$ cat src/rtl/wb_uart_sequencer.sv
// Wishbone master that initialises a 16550 UART and then forwards client bytes.
// Ports: wb_clk_i/wb_rst_i, wbm_* master bus, tx_* byte handshake, init_done_o/err_o.
// Optional: WB_UART_SEQUENCER_TIMEOUT_EN enables the bus-cycle timeout counter.
module wb_uart_sequencer #(
   parameter logic [31:0] UART_BASE = 32'h9000_0000,
   parameter logic [15:0] DIVISOR   = 16'd27,
   parameter logic [7:0]  LCR_VAL   = 8'h03,
   parameter int unsigned TIMEOUT   = 255
) (
   input  logic        wb_clk_i,
   input  logic        wb_rst_i,
   output logic [31:0] wbm_adr_o,
   output logic [7:0]  wbm_dat_o,
   output logic        wbm_we_o,
   output logic        wbm_cyc_o,
   output logic        wbm_stb_o,
   output logic [2:0]  wbm_cti_o,
   output logic [1:0]  wbm_bte_o,
   input  logic [7:0]  wbm_dat_i,
   input  logic        wbm_ack_i,
   input  logic        wbm_err_i,
   input  logic        wbm_rty_i,
   input  logic [7:0]  tx_data_i,
   input  logic        tx_valid_i,
   output logic        tx_ready_o,
   output logic        init_done_o,
   output logic        err_o
);

   typedef enum logic [3:0] {
      INIT_DLAB, INIT_DLL, INIT_DLM, INIT_LCR, INIT_FCR,
      IDLE, POLL_LSR, WR_THR, GAP, ERROR
   } state_e;

   state_e      state_q, state_d;
   state_e      ret_q, ret_d;
   logic        cyc_q, cyc_d;
   logic        we_q, we_d;
   logic [31:0] adr_q, adr_d;
   logic [7:0]  dat_q, dat_d;
   logic [7:0]  byte_q, byte_d;
   logic        done_q, done_d;
   logic        err_q, err_d;

   logic        is_acc;
   logic [2:0]  acc_off;
   logic [7:0]  acc_dat;
   logic        acc_we;
   state_e      acc_next;

`ifdef WB_UART_SEQUENCER_TIMEOUT_EN
   localparam int TW = (TIMEOUT < 2) ? 1 : $clog2(TIMEOUT);
   localparam logic [TW-1:0] TMO_LAST = TW'(TIMEOUT - 1);
   logic [TW-1:0] tmo_q, tmo_d;
`else
   localparam int unsigned unused_timeout = TIMEOUT;
`endif

   // Only the THRE bit of the LSR matters to this sequencer.
   logic unused_dat;
   assign unused_dat = ^{wbm_dat_i[7:6], wbm_dat_i[4:0]};

   always_ff @(posedge wb_clk_i or negedge wb_rst_i) begin
      if (!wb_rst_i) begin
         state_q <= INIT_DLAB;
         ret_q   <= INIT_DLAB;
         cyc_q   <= 1'b0;
         we_q    <= 1'b0;
         adr_q   <= UART_BASE;
         dat_q   <= 8'h00;
         byte_q  <= 8'h00;
         done_q  <= 1'b0;
         err_q   <= 1'b0;
`ifdef WB_UART_SEQUENCER_TIMEOUT_EN
         tmo_q   <= '0;
`endif
      end else begin
         state_q <= state_d;
         ret_q   <= ret_d;
         cyc_q   <= cyc_d;
         we_q    <= we_d;
         adr_q   <= adr_d;
         dat_q   <= dat_d;
         byte_q  <= byte_d;
         done_q  <= done_d;
         err_q   <= err_d;
`ifdef WB_UART_SEQUENCER_TIMEOUT_EN
         tmo_q   <= tmo_d;
`endif
      end
   end

   always_comb begin
      state_d  = state_q;
      ret_d    = ret_q;
      cyc_d    = cyc_q;
      we_d     = we_q;
      adr_d    = adr_q;
      dat_d    = dat_q;
      byte_d   = byte_q;
      done_d   = done_q;
      err_d    = err_q;
`ifdef WB_UART_SEQUENCER_TIMEOUT_EN
      tmo_d    = tmo_q;
`endif
      is_acc   = 1'b0;
      acc_off  = 3'd0;
      acc_dat  = 8'h00;
      acc_we   = 1'b1;
      acc_next = IDLE;

      unique case (state_q)
         INIT_DLAB: begin
            is_acc   = 1'b1;
            acc_off  = 3'd3;
            acc_dat  = LCR_VAL | 8'h80;
            acc_next = INIT_DLL;
         end
         INIT_DLL: begin
            is_acc   = 1'b1;
            acc_off  = 3'd0;
            acc_dat  = DIVISOR[7:0];
            acc_next = INIT_DLM;
         end
         INIT_DLM: begin
            is_acc   = 1'b1;
            acc_off  = 3'd1;
            acc_dat  = DIVISOR[15:8];
            acc_next = INIT_LCR;
         end
         INIT_LCR: begin
            is_acc   = 1'b1;
            acc_off  = 3'd3;
            acc_dat  = LCR_VAL;
            acc_next = INIT_FCR;
         end
         INIT_FCR: begin
            is_acc   = 1'b1;
            acc_off  = 3'd2;
            acc_dat  = 8'h07;
            acc_next = IDLE;
         end
         IDLE: begin
            if (tx_valid_i) begin
               byte_d  = tx_data_i;
               state_d = POLL_LSR;
            end
         end
         POLL_LSR: begin
            is_acc   = 1'b1;
            acc_off  = 3'd5;
            acc_we   = 1'b0;
            acc_next = wbm_dat_i[5] ? WR_THR : POLL_LSR;
         end
         WR_THR: begin
            is_acc   = 1'b1;
            acc_off  = 3'd0;
            acc_dat  = byte_q;
            acc_next = IDLE;
         end
         GAP: state_d = ret_q;
         ERROR: state_d = ERROR;
         default: state_d = ERROR;
      endcase

      // Access states launch on entry (cyc low), then hold until terminated.
      if (is_acc) begin
         if (!cyc_q) begin
            cyc_d = 1'b1;
            adr_d = UART_BASE + {29'd0, acc_off};
            dat_d = acc_dat;
            we_d  = acc_we;
`ifdef WB_UART_SEQUENCER_TIMEOUT_EN
            tmo_d = '0;
`endif
         end else if (wbm_err_i) begin
            cyc_d   = 1'b0;
            err_d   = 1'b1;
            state_d = ERROR;
         end else if (wbm_ack_i) begin
            cyc_d = 1'b0;
            if (state_q == INIT_FCR) begin
               done_d  = 1'b1;
               state_d = IDLE;
            end else begin
               state_d = GAP;
               ret_d   = acc_next;
            end
         end else if (wbm_rty_i) begin
            cyc_d   = 1'b0;
            state_d = GAP;
            ret_d   = state_q;
`ifdef WB_UART_SEQUENCER_TIMEOUT_EN
         end else if (tmo_q == TMO_LAST) begin
            cyc_d   = 1'b0;
            err_d   = 1'b1;
            state_d = ERROR;
         end else begin
            tmo_d = tmo_q + 1'b1;
`endif
         end
      end
   end

   assign wbm_adr_o   = adr_q;
   assign wbm_dat_o   = dat_q;
   assign wbm_we_o    = we_q;
   assign wbm_cyc_o   = cyc_q;
   assign wbm_stb_o   = cyc_q;
   assign wbm_cti_o   = 3'b000;
   assign wbm_bte_o   = 2'b00;
   assign tx_ready_o  = (state_q == IDLE);
   assign init_done_o = done_q;
   assign err_o       = err_q;

endmodule
$ cat config.mk
export PLATFORM = sky130hd
export DESIGN_NAME = wb_uart_sequencer
export DESIGN_NICKNAME = d
export VERILOG_FILES = /design/src/rtl/wb_uart_sequencer.sv
export SDC_FILE = /design/constraint.sdc
export NUM_CORES = 1
export LEC_CHECK = 0
export BUFFER_PORTS_ARGS = -buffer_cell sky130_fd_sc_hd__buf_4
export CORE_MARGIN = 2
export CORE_UTILIZATION = 48
export CTS_BUF_LIST = sky130_fd_sc_hd__clkbuf_8 sky130_fd_sc_hd__clkbuf_16
export CTS_CLUSTER_DIAMETER = 150
export DETAILED_ROUTE_END_ITERATION = 6
export PLACE_DENSITY_LB_ADDON = 0.12
export SKIP_LAST_GASP = 1
export SLEW_MARGIN = 25
export SYNTH_ARGS = -nofsm -noshare
export SYNTH_HDL_FRONTEND = slang
export SYNTH_SLANG_ARGS = --single-unit
$ cat constraint.sdc
create_clock -name wb_clk_i -period 2.25 [get_ports wb_clk_i]
set_input_delay 0.45 -clock wb_clk_i [delete_from_list [all_inputs] [get_ports wb_clk_i]]
set_output_delay 0.45 -clock wb_clk_i [all_outputs]
set_load 0.01 [all_outputs]
* Yosys cells after proc, flatten, opt, wreduce, memory -nomap -nowiden
Cells that the tools add are included.
Storage, ports and cells: input port bits 22, flip-flop bits (word level) 60
Operators by class: bitwise operators 2, multiplexer cells 21, reductions and logical operators 9, eq/ne operators 9, add/sub/neg operators 1
Operators by type and width (number):
- $mux 4 | 10
- $pmux 8 s5 | 1
- $add 32x3->32 const A | 1
- $eq 4x3->1 const B | 4
- $pmux 3 s5 | 1
- $pmux 3 s4 | 1
- $pmux 4 s3 | 1
- $reduce_and 5->1 | 2
- $eq 4x2->1 const B | 2
- $mux 1 | 7
- $reduce_or 7->1 | 1
- $eq 4x1->1 const B | 1
- $eq 4x4->1 const B | 1
- $logic_not 4->1 | 1
- $reduce_and 2->1 | 2
- $reduce_and 3->1 | 1
- $ne 2x2->1 const B | 1
- $not 1->1 | 2
- $reduce_bool 2->1 | 1
- $reduce_or 2->1 | 1

* Logic depth before layout (Yosys ltp)
Gate-level depths: netlist (run 1).
depth in word-level cells 8, mapped depth 6, gate-level depth less buffers 4

* Worst setup path before layout (run 1)
No wires, ideal clock.
kind register -> register, from register state_q[2], to register ret_q[1], required time 2.125 ns, data arrival time 1.490 ns, stages on the path, launching flop included 6, period minus slack after synthesis 1.615 ns, slack 0.635 ns, setup time 0.125 ns, cell sequence dfrtp_1 clkbuf_2 and2b_4 and3_4 nor4_4 mux2_2
On the way: cells in the longest elaborated chain, start to end 4, elaborated cells on any way between the ends 14, those cells by class eq/ne (7); mux (4); reduce/logical (3)
Ends and longest elaborated chain:
- start, declared | line 35 | state_e state_q, state_d;
- start signal, assigned | line 78 | state_q <= state_d;
- $eq 4x3->1, or another cell as far along | line 112, 182
- $reduce_or 7->1 (no source line) or $pmux 3 s5 (tied branches)
- $mux 1 or $mux 4 (tied branches) | line 112, 182
- $reduce_and 5->1 (no source line) or $mux 4 (tied branches)
- end signal, assigned | line 79 | ret_q <= ret_d;
- end, declared | line 36 | state_e ret_q, ret_d;
Several ways; a longest one is shown, not always the timed one. The select of a mux whose other input is x is not followed. A chain may end at the register's enable or synchronous reset.

* Worst setup path in the final report (run 1)
from register state_q[1], to output port tx_ready_o
On the way: cells in the longest elaborated chain, start to end 1
Ends and longest elaborated chain:
- $eq 4x3->1 | line 212 | assign tx_ready_o = (state_q == IDLE);
- end, declared | line 25 | output logic tx_ready_o,
Every way passes these cells.

==> run summary, run 1 <==
For the final cell utilization of the core, the log shows 55.8%. The number of H-tree levels is 2, and the worst path arrival time is 1.55 ns. The placed instances occupy a cell area of 1930 µm². Summed over all cells, the static leakage comes to 0.000983 µW. Clock latency on the worst-skew pair, taken at its later pin, is 0.28 ns. The initial utilization of the core area, before any placement, comes to 48.9%. At the end of the flow, the number of nets in the layout was 239.

Critical path's most frequent cell: sky130_fd_sc_hd__buf_4. For the count of vias placed by the detailed router, the log shows 1381. The number of cells on the worst reg-to-reg path is 4.

The tree built by TritonCTS fans out to 31 sinks. Of all flip-flops after synthesis, the portion carrying an async set or reset was 100%. The number of detailed-route iterations in the first pass is 4, and the critical path buffer and inverter count is 2. The run gives 32 as the maximum number of pins on one net before global-route repair. The tools report the number of global-route vias before repair as 1322. The area growth from synthesis to layout came out at 14.1%. Once the clock tree was built, the resizer swapped 0 gates to a different size. Setup violations remaining at the end of the flow were counted as 0. The share of the Yosys chip area taken by registers is 44.0%. STA classifies the critical path endpoint as a primary output.

The run gives 0 as the count of pins over their slew limit. The synthesized design contains 0 enable-type register cells. In this run the worst path has a maximum fanout of 13. The core region area was 3610 µm². The type of the most critical hold path is in -> async.

The tools report the placer's final routability congestion estimate as 0.827. In the synthesized netlist the dominant register cell turns out to be sky130_fd_sc_hd__dfrtp_1. The worst-case vdd ir drop came out at 0.632 mV. The endpoint identified for the worst register-to-register timing path is ret_q[1].

Buffers placed on the I/O ports in this run total 31. After global routing the overflow that remains totals 0. The logs give 0 for the number of antenna violations at the first check in global routing and 73 for the number of I/O pins. For the worst setup path, the data required time is 1.80 ns.

The maximum clock frequency is 499 MHz, and the clock period minus worst slack is 2.00 ns. The total standard cell area after synthesis was 1760 µm²; the average via count per standard cell was 5.19. After detailed routing, the total wire length is 3.58 mm.

Global routing used 18.9% of the available tracks across all layers. The tree is rooted in a sky130_fd_sc_hd__clkbuf_8. The critical-path cell with the highest stage delay was sky130_fd_sc_hd__dfrtp_1.

Setup repair after global routing left no endpoint under its margin. The number of cells produced by synthesis came out at 183. Traced cell by cell, the critical path runs through buf_4, nand2b_1, nor3_1, buf_4. The finished cells cover 2010 µm².

The x dimension of the die was 64.6 µm. The run gives 0.0942 ns as the final hold slack. TritonCTS built the clock tree.

Hold repair after CTS inserted 0 buffers. Buffers inserted during clock tree synthesis total 5. For the buffer depth of the longest clock path, the log shows 2.

Of the available clock period, the critical path in the final layout requires 89.1%. The critical path in this run is classified as reg -> out. The y dimension of the die works out to 64.6 µm. The Yosys warning count came out at 0. The family of cells with the greatest summed delay on the critical path is simple AND/OR/NAND/NOR gates.

The delay of the slowest critical-path stage is 0.41 ns, and the final hold violation count is 0. Number of unique standard cell types used by synthesis: 39. Clock-pin slew was measured on the worst setup and hold paths at 0.06 ns. The areal power density over the cells works out to 1210 nW/µm².

In this run the core area contains 22 standard-cell rows. The average instance in the mapped netlist occupies 9.64 µm². The number of violations of the max-capacitance limit was 0; the detailed router's first-iteration violation count was 51. The post-CTS repair timing setup buffer count was 0.

Once detailed placement completed, the half-perimeter wirelength came to 2.63 mm. Clock skew on the completed layout was measured at 0.00430 ns. The run finished with clean final reports.

Tracing the worst setup path back leads to its startpoint at state_q[1]. The count of nets left with antenna violations once routing finished came out at 0. Share of final-layout standard cells stronger than drive strength 1: 27.5%.

The number of flip-flops and latches in the synthesized netlist was 31. In this run the critical register-to-register path is launched from state_q[0]. The global-route wire length before repair is 6.09 mm.

The floorplan step defined a die boundary enclosing 4180 µm². Number of remaining DRC errors: 0. The final sum of negative setup slack is 0 ns.

The worst setup path is launched from a flop. 0 antenna diodes ended up in the layout. The average wire per standard cell is 13.5 µm, and the flop-to-flop setup slack is 0.47 ns. The total power came out at 2440 µW.
## cell type report
cell class / instances / area, µm²
clock buffers: 5 / 68.8
flip-flops and latches: 31 / 776
clock inverters: 3 / 12.5
well taps: 48 / 60.1
multi-input cells: 138 / 803
inverters: 4 / 15.0
fillers: 340 / 1590
repair buffers: 37 / 278
## cell usage in the layout (no fill, tap or decap), types with 4 or more instances in the layout
master / n
sky130_fd_sc_hd__inv_1: 6
sky130_fd_sc_hd__o21ai_0: 10
sky130_fd_sc_hd__nand2_1: 11
sky130_fd_sc_hd__dfrtp_1: 31
sky130_fd_sc_hd__nor2_1: 15
sky130_fd_sc_hd__mux2_2: 10
sky130_fd_sc_hd__nand4_1: 4
sky130_fd_sc_hd__buf_4: 37
sky130_fd_sc_hd__a21oi_1: 7
sky130_fd_sc_hd__clkbuf_8: 5
sky130_fd_sc_hd__nor2b_1: 5
sky130_fd_sc_hd__conb_1: 34
## cells in the mapped netlist (2+ instances only)
| master | number | share of area (%) |
|---|---|---|
| sky130_fd_sc_hd__nor2b_1 | 5 | 1.8 |
| sky130_fd_sc_hd__inv_1 | 4 | 0.85 |
| sky130_fd_sc_hd__a22o_1 | 3 | 1.5 |
| sky130_fd_sc_hd__o21ai_0 | 10 | 2.8 |
| sky130_fd_sc_hd__a32oi_1 | 2 | 0.99 |
| sky130_fd_sc_hd__o32ai_1 | 2 | 0.99 |
| sky130_fd_sc_hd__buf_4 | 35 | 15 |
| sky130_fd_sc_hd__nor3_1 | 3 | 0.85 |
| sky130_fd_sc_hd__a21oi_1 | 7 | 2.0 |
| sky130_fd_sc_hd__nand4_1 | 4 | 1.4 |
| sky130_fd_sc_hd__nor2_1 | 15 | 3.2 |
| sky130_fd_sc_hd__clkbuf_1 | 6 | 1.3 |
| sky130_fd_sc_hd__nand2_2 | 2 | 0.71 |
| sky130_fd_sc_hd__nand3_1 | 3 | 0.85 |
| sky130_fd_sc_hd__nand2_1 | 11 | 2.3 |
| sky130_fd_sc_hd__a22oi_1 | 2 | 0.85 |
| sky130_fd_sc_hd__a21boi_0 | 2 | 0.85 |
| sky130_fd_sc_hd__mux2_2 | 10 | 6.4 |
| sky130_fd_sc_hd__a31oi_1 | 2 | 0.71 |
| sky130_fd_sc_hd__dfrtp_1 | 31 | 44 |
| sky130_fd_sc_hd__o22ai_1 | 3 | 1.1 |
| sky130_fd_sc_hd__a221oi_1 | 2 | 0.99 |
| sky130_fd_sc_hd__and3_1 | 2 | 0.71 |
| sky130_fd_sc_hd__conb_1 | 2 | 0.43 |
## metrics by stage
stage,std cells,worst slack (ns)
final,266,0.246
after global routing,266,0.161
after CTS,266,0.239
after detailed placement,258,0.503
after global placement,258,0.521
after floorplan,215,0.635
## worst reg2reg max path, stage by stage, from the launching register on
cell and delay [ns]:
sky130_fd_sc_hd__dfrtp_1 0.50, sky130_fd_sc_hd__nand3b_1 0.24, sky130_fd_sc_hd__nand2_2 0.15, sky130_fd_sc_hd__nor4_4 0.40
sky130_fd_sc_hd__mux2_2 0.38
## registers in the layout, indices dropped and copies added (netlist names)
register	flops
state_q	4
wbm_cyc_o	1
init_done_o	1
wbm_we_o	1
byte_q	8
wbm_adr_o	3
ret_q	4
wbm_dat_o	8
err_o	1
## logic make-up (layout without fill, tap and decap cells)
logic type / count (synthesis) / after routing / synth area share, %
other: 2 / 34 / 0.426
AND/OR/NAND/NOR: 53 / 53 / 16.2
AO/OA/AOI/OAI: 40 / 40 / 15.2
flip-flops: 31 / 31 / 44.0
buffers and inverters: 46 / 49 / 17.3
multiplexers: 11 / 11 / 6.95
## routing by layer
layer  GRT usage [%]  share of wire, %
met5               0                 0
met2            31.6                50
met1            24.4                43
met4            2.93                 0
met3            6.42               6.3
## worst max-delay path by stage
stage | endpoint | slack, ns | depth (start not counted)
after floorplan | ret_q[1] | 0.64 | 5
after global placement | ret_q[2] | 0.52 | 4
after detailed placement | byte_q[1] | 0.50 | 5
after CTS | tx_ready_o | 0.24 | 4
after global routing | tx_ready_o | 0.16 | 4
final | tx_ready_o | 0.25 | 4
## power breakdown
part / switching, µW / internal [µW] / leakage, µW
logic: 597 / 507 / 0.000555
registers: 178 / 755 / 0.000378
clock network: 199 / 208 / 0.0000505
total: 975 / 1470 / 0.000983
Note: power is estimated with default switching activity, not from simulation.
==> run 2, diff against run 1 <==
Settings changed: CORE_UTILIZATION 48 to 51.
Clock period 2.25 ns to 2.5 ns, I/O delays scaled along.
==> run 2 against run 1 <==
Against the previous run: via count shrank 3.7%; clock skew is essentially flat; sequential cell count is the same; critical path depth shrank 1; utilization grew 3.8 points; critical endpoint unchanged; register-to-register slack gained 0.11 ns; clock power shrank 12%; largest power group unchanged; wire length shrank 6.6%; global-route usage shrank 0.55 points; sequential power shrank 7.5%.
==> run summary, run 2 (synthesized netlist as in run 1, its figures left out) <==
The worst path arrival time was 1.65 ns (+0.10 ns). The run gives 73 (unchanged) as the number of I/O pins. The root buffer cell is sky130_fd_sc_hd__clkbuf_8. The post-route worst setup slack is 0.351 ns (+0.105 ns), and the number of setup violations in the final report is 0 (unchanged). TritonCTS built the clock tree. The count of pins over their slew limit was 0 (unchanged); the total length of routed wires was 3.35 mm (-6.6%). The type of the most critical hold path is in -> async. Post-CTS repair timing setup buffer count: 0 (unchanged).

The post-cts hold buffer count is 0 (unchanged), and the number of resized instances in the post-cts repair step is 0 (unchanged). The tools report the startpoint of the worst register-to-register path as state_q[0]. The top cell types in the final layout, fill and taps aside, are sky130_fd_sc_hd__conb_1, sky130_fd_sc_hd__buf_4, sky130_fd_sc_hd__dfrtp_1. The worst setup path is launched from a flop. The data required time of the critical path came out at 2.00 ns (+0.20 ns). Number of antenna violations at the first check in global routing: 0 (unchanged). The x dimension of the die works out to 62.8 µm (-2.8%). The remaining number of nets flagged by the antenna check after routing was 0 (unchanged); the final cell utilization of the core was 59.6% (+3.8 points).

The area of the die was 3950 µm² (-5.5%). The total power was 2130 µW (-13%). The logs give 0.28 ns (about the same) for the clock insertion delay at the later pin of the skew report and 1330 (-3.7%) for the count of vias placed by the detailed router.

The run gives 32 (unchanged) as the maximum number of pins on one net before global-route repair. The run gives 0 (unchanged) as the antenna cell count. The share of final-layout standard cells stronger than drive strength 1 is 26.5% (-1.0 points). The static leakage was 0.000968 µW (-1.5%). Count of input and output buffers: 31 (unchanged). The final sum of negative setup slack was 0 ns (unchanged). For the maximum clock frequency, the log shows 465 MHz. The tools report the total number of placement rows as 21 (-4.5%).

Average wire per standard cell: 12.8 µm (-4.8%). The number of global-route vias before repair is 1255 (-5.1%), and the number of H-tree levels is 2 (unchanged). The number of violations of the max-capacitance limit is 0 (unchanged), and the worst-case vdd ir drop is 0.503 mV (-20%). The area growth from synthesis to layout is 12.7%. The areal power density over the cells was 1070 nW/µm² (-12%).

Setup repair after global routing left no endpoint under its margin. The clock skew after layout was 0.00401 ns (-0.000295 ns). The largest fanout of any net on the critical path came out at 17 (+4). The post-detailed-placement half-perimeter wirelength was 2.49 mm (-5.3%). The class of the most critical setup path was reg -> out. Flop-to-flop setup slack: 0.58 ns (+0.11 ns). The critical path launch point was state_q[2]. Final hold violation count: 0 (unchanged). The run gives 52.9% (+3.9 points) as the starting utilization of the core area.

The share of the cycle needed by the critical path after routing came out at 86.0%. The cell count of the worst reg-to-reg path is 4 (unchanged). For the pin with the worst max-slew slack, the measured transition is 0.536 ns. The sum of overflow across all layers after global routing came out at 0 (unchanged). The endpoint identified for the worst register-to-register timing path is ret_q[1]. The clock-pin slew on the worst setup and hold paths is 0.06 ns (about the same). In this run the tightest slew margin relative to its limit is 64.3%.

The routed design could run at a clock period as short as 2.15 ns. The net count reported at finish came out at 236 (-1.3%). For the placer's final routability congestion estimate, the log shows 0.794 (-4.0%). The global-route wire length before repair was 5.66 mm (-7.0%).

The number of detailed-route iterations in the first pass came out at 4 (unchanged). The flow ran to the end, and the final reports show no timing, DRC or antenna violations. The logs give 31 (unchanged) for the clock sink total and 2 (unchanged) for the buffer depth of the longest clock path. The placement-stage worst setup slack was 0.603 ns (+0.0998 ns). The detailed router's first-iteration violation count is 57 (+12%), and the global-route total usage across every layer is 18.4% (-0.55 points). The TritonCTS buffer count was 5 (unchanged); the core region area was 3340 µm² (-7.5%).

The y dimension of the die came out at 62.8 µm (-2.8%). Kind of end point of the critical path: a primary output. The average via count per standard cell is 5.10 (-1.8%), and the number of remaining DRC errors is 0 (unchanged).

The final hold slack was 0.143 ns (+0.0493 ns). The critical path ends at tx_ready_o.
-- run 2: area by class of cell --
type / instances / area, µm²
fill: 315 / 1350
multi-input combinational: 138 / 803
sequential: 31 / 776
timing repair buffer: 34 / 255
clock buffer: 5 / 68.8
tap: 46 / 57.6
inverter: 4 / 15.0
clock inverter: 3 / 12.5
-- run 2: worst min-delay path by stage --
stage                           start      endpoint  slack [ns]  depth (start not counted)
after global placement    init_done_o   init_done_o        0.44                          1
after global routing         wb_rst_i      wbm_we_o        0.17                          1
after CTS                    wb_rst_i  wbm_adr_o[0]        0.15                          1
after floorplan              wb_rst_i     byte_q[0]        0.20                          0
final                        wb_rst_i  wbm_adr_o[0]        0.14                          1
after detailed placement     wb_rst_i  wbm_adr_o[0]        0.46                          1
-- run 2: through the flow --
stage | instances | instance area (µm²)
global placement | 253 | 1910
global route | 261 | 1990
floorplan | 215 | 1880
detailed placement | 253 | 1910
CTS | 261 | 1990
finish | 261 | 1990
-- run 2: metal layers --
metal  global-route usage, %  up-vias  part of all wire [%]
li1                        -      636                     -
met1                    23.1      634                    43
met2                    29.3       58                    48
met3                    6.13        2                   7.5
met4                    7.22        0                  0.78
met5                       0        -                     0
-- run 2: power breakdown --
part	leakage, µW	internal [µW]	switching, µW
combinational	0.000540	426	484
clock	0.0000505	187	171
sequential	0.000378	679	184
total	0.000968	1290	839
-- run 2: critical path, stage by stage (launching register included) --
cell                      delay [ns]
sky130_fd_sc_hd__dfrtp_1        0.68
sky130_fd_sc_hd__inv_1          0.20
sky130_fd_sc_hd__nor3_1         0.31
sky130_fd_sc_hd__buf_4          0.18
==> run 3, diff against run 2 <==
Settings changed: CORE_UTILIZATION 51 to 43.
Clock period 2.5 ns to 1.9 ns, I/O delays scaled along.
==> run 3 against run 2 <==
Against the previous run: sequential share of layout area is 1.6 points lower; final area is 4.2% higher; sequential cell count stayed put; setup slack worse by 0.18 ns; final cell count is 3.4% higher; clock-buffer cell count is 1 higher; register-to-register slack worse by 0.35 ns; die area is 17% higher; critical path depth stayed put; utilization is 7.4 points lower; hold slack worse by 0.12 ns.
==> run summary, run 3 (synthesized netlist as in run 1, its figures left out) <==
Global-route total usage across every layer: 17.8% (-0.63 points). For the number of violations of the max-capacitance limit, the log shows 0 (unchanged). The type of the most critical hold path was in -> async.

The worst setup path is launched from a flop. The logs give 0 (unchanged) for the sum of overflow across all layers after global routing and 5 (unchanged) for the TritonCTS buffer count. The run gives 0 (unchanged) as the count of pins over their slew limit. The data required time of the critical path was 1.52 ns (-0.48 ns); the share of the cycle needed by the critical path after routing was 91.1%.

The run gives 0 (unchanged) as the final hold violation count. STA classifies the critical path endpoint as a primary output. Post-CTS repair timing setup buffer count: 0 (unchanged). The worst path arrival time was 1.35 ns (-0.30 ns).

The clock-pin slew on the worst setup and hold paths came out at 0.07 ns (about the same). The library cells used most frequently in the layout, excluding fill and tap cells, are sky130_fd_sc_hd__buf_4, sky130_fd_sc_hd__conb_1, sky130_fd_sc_hd__dfrtp_1. The run gives 73 (unchanged) as the number of I/O pins. The placer's final routability congestion estimate was 0.877 (+11%); the maximum clock frequency was 578 MHz. The total number of placement rows came out at 23 (+9.5%). Total power: 3110 µW (+46%). The y dimension of the die works out to 68.1 µm (+8.3%). The library cell used most frequently in the layout, excluding fill and tap cells, is sky130_fd_sc_hd__buf_4. Worst-case vdd ir drop: 0.865 mV (+72%).

The clock sink total was 31 (unchanged). Detailed router's first-iteration violation count: 36 (-37%). The antenna cell count was 0 (unchanged); the global-route wire length before repair was 6.03 mm (+6.5%). The area of all sequential standard cells was 776 µm² (unchanged).

The logs give 0 ns (unchanged) for the final sum of negative setup slack and 3.70 mm (+10%) for the total length of routed wires. The logs give 2.76 mm (+11%) for the post-detailed-placement half-perimeter wirelength and 808 µm² (+0.62%) for the multi-input gate area in the final layout. The tools report the number of remaining DRC errors as 0 (unchanged).

The worst setup path is of the reg -> out kind. The area growth from synthesis to layout is 17.4%. The core region area was 3970 µm² (+19%); the clock period minus worst slack was 1.73 ns.

TritonCTS built the clock tree. The remaining number of nets flagged by the antenna check after routing was 0 (unchanged); the number of global-route vias before repair was 1312 (+4.5%). Root buffer cell: sky130_fd_sc_hd__clkbuf_8. The starting utilization of the core area is 44.4% (-8.4 points). The number of detailed-route iterations in the first pass was 4 (unchanged); the maximum number of pins on one net before global-route repair was 32 (unchanged).

The areal power density over the cells is 1500 nW/µm² (+40%). The largest fanout of any net on the critical path works out to 8 (-9). The count of input and output buffers works out to 31 (unchanged).

The run gives 4630 µm² (+17%) as the area of the die. The number of antenna violations at the first check in global routing is 0 (unchanged), and the number of setup violations in the final report is 0 (unchanged). Setup repair after global routing left no endpoint under its margin.

The run gives 0.00609 ns (+0.00208 ns) as the clock skew after layout. The average wire per standard cell works out to 13.7 µm (+6.7%). The final-layout fill cell count is 373 (+18%).

The share of final-layout standard cells stronger than drive strength 1 is 29.5% (+3.0 points). Static leakage: 0.00100 µW (+3.6%). For the flop-to-flop setup slack, the log shows 0.23 ns (-0.35 ns).

The flow ran to the end, and the final reports show no timing, DRC or antenna violations. For the buffer depth of the longest clock path, the log shows 2 (unchanged). The count of vias placed by the detailed router was 1363 (+2.5%); the number of H-tree levels was 2 (unchanged).

The logs give 0 (unchanged) for the post-cts hold buffer count and 241 (+2.1%) for the net count reported at finish. The x dimension of the die came out at 68.1 µm (+8.3%). Average via count per standard cell: 5.05 (-0.93%).

For the clock insertion delay at the later pin of the skew report, the log shows 0.28 ns (about the same).
run 3: changes by cell type in the layout (fill, tap and decap cells not counted), sizes merged:
cell	delta
inv	-2
bufinv	+1
clkbuf	+1
buf	+5
run 3: power by group:
part | total [µW] | switching [µW] | internal [µW] | leakage (µW)
Sequential | 1070 | 171 | 895 | 0.000378
Clock | 668 | 244 | 424 | 0.0000612
Combinational | 1380 | 756 | 623 | 0.000564
run 3: per-layer routing:
layer | up-vias | global-route usage, % | routed length, µm
met2 | 53 | 28.0 | 1840
met5 | - | 0 | 0
li1 | 646 | - | -
met1 | 656 | 22.9 | 1560
met3 | 8 | 5.76 | 239
met4 | 0 | 6.00 | 56
run 3: area by class of cell:
class,count,area share [%]
well taps,50,3.02
multi-input cells,138,39.0
clock inverters,2,1.69
clock buffers,6,3.99
flip-flops and latches,31,37.4
inverters,4,0.725
repair buffers,39,14.1
run 3: final timing paths:
check	from	endpoint	cells after the start
min	wb_rst_i	byte_q[4]	1
max in group asynchronous	wb_rst_i	byte_q[5]	1
max	state_q[0]	tx_ready_o	3
min in group wb_clk_i	tx_data_i[7]	byte_q[7]	2
max reg2reg	state_q[2]	ret_q[1]	4
min reg2reg	init_done_o	init_done_o	1
run 3: repair_timing:
action / 4_1_cts / 5_1_grt
hold endpoints to repair: 0 / 0
gates resized for setup: 0 / 1
endpoints found under the setup margin: 0 / 1
run 3: worst max-delay path, stage by stage, from the launching register on:
cell	delay, ns
sky130_fd_sc_hd__dfrtp_1	0.50
sky130_fd_sc_hd__nand2b_1	0.19
sky130_fd_sc_hd__nor3_2	0.22
sky130_fd_sc_hd__buf_4	0.17
run 3: stage by stage:
stage / hold slack (ns) / utilization (%) / instance area [µm²] / instances / setup slack [ns]
floorplan: 0.0844 / - / 1880 / 215 / 0.285
global placement: 0.335 / 49.1 / 1950 / 262 / 0.263
detailed placement: 0.341 / 49.1 / 1950 / 262 / 0.228
CTS: 0.0327 / 52.0 / 2070 / 270 / 0.0633
global route: 0.0413 / 52.2 / 2070 / 270 / 0.0741
finish: 0.0251 / 52.2 / 2070 / 270 / 0.169
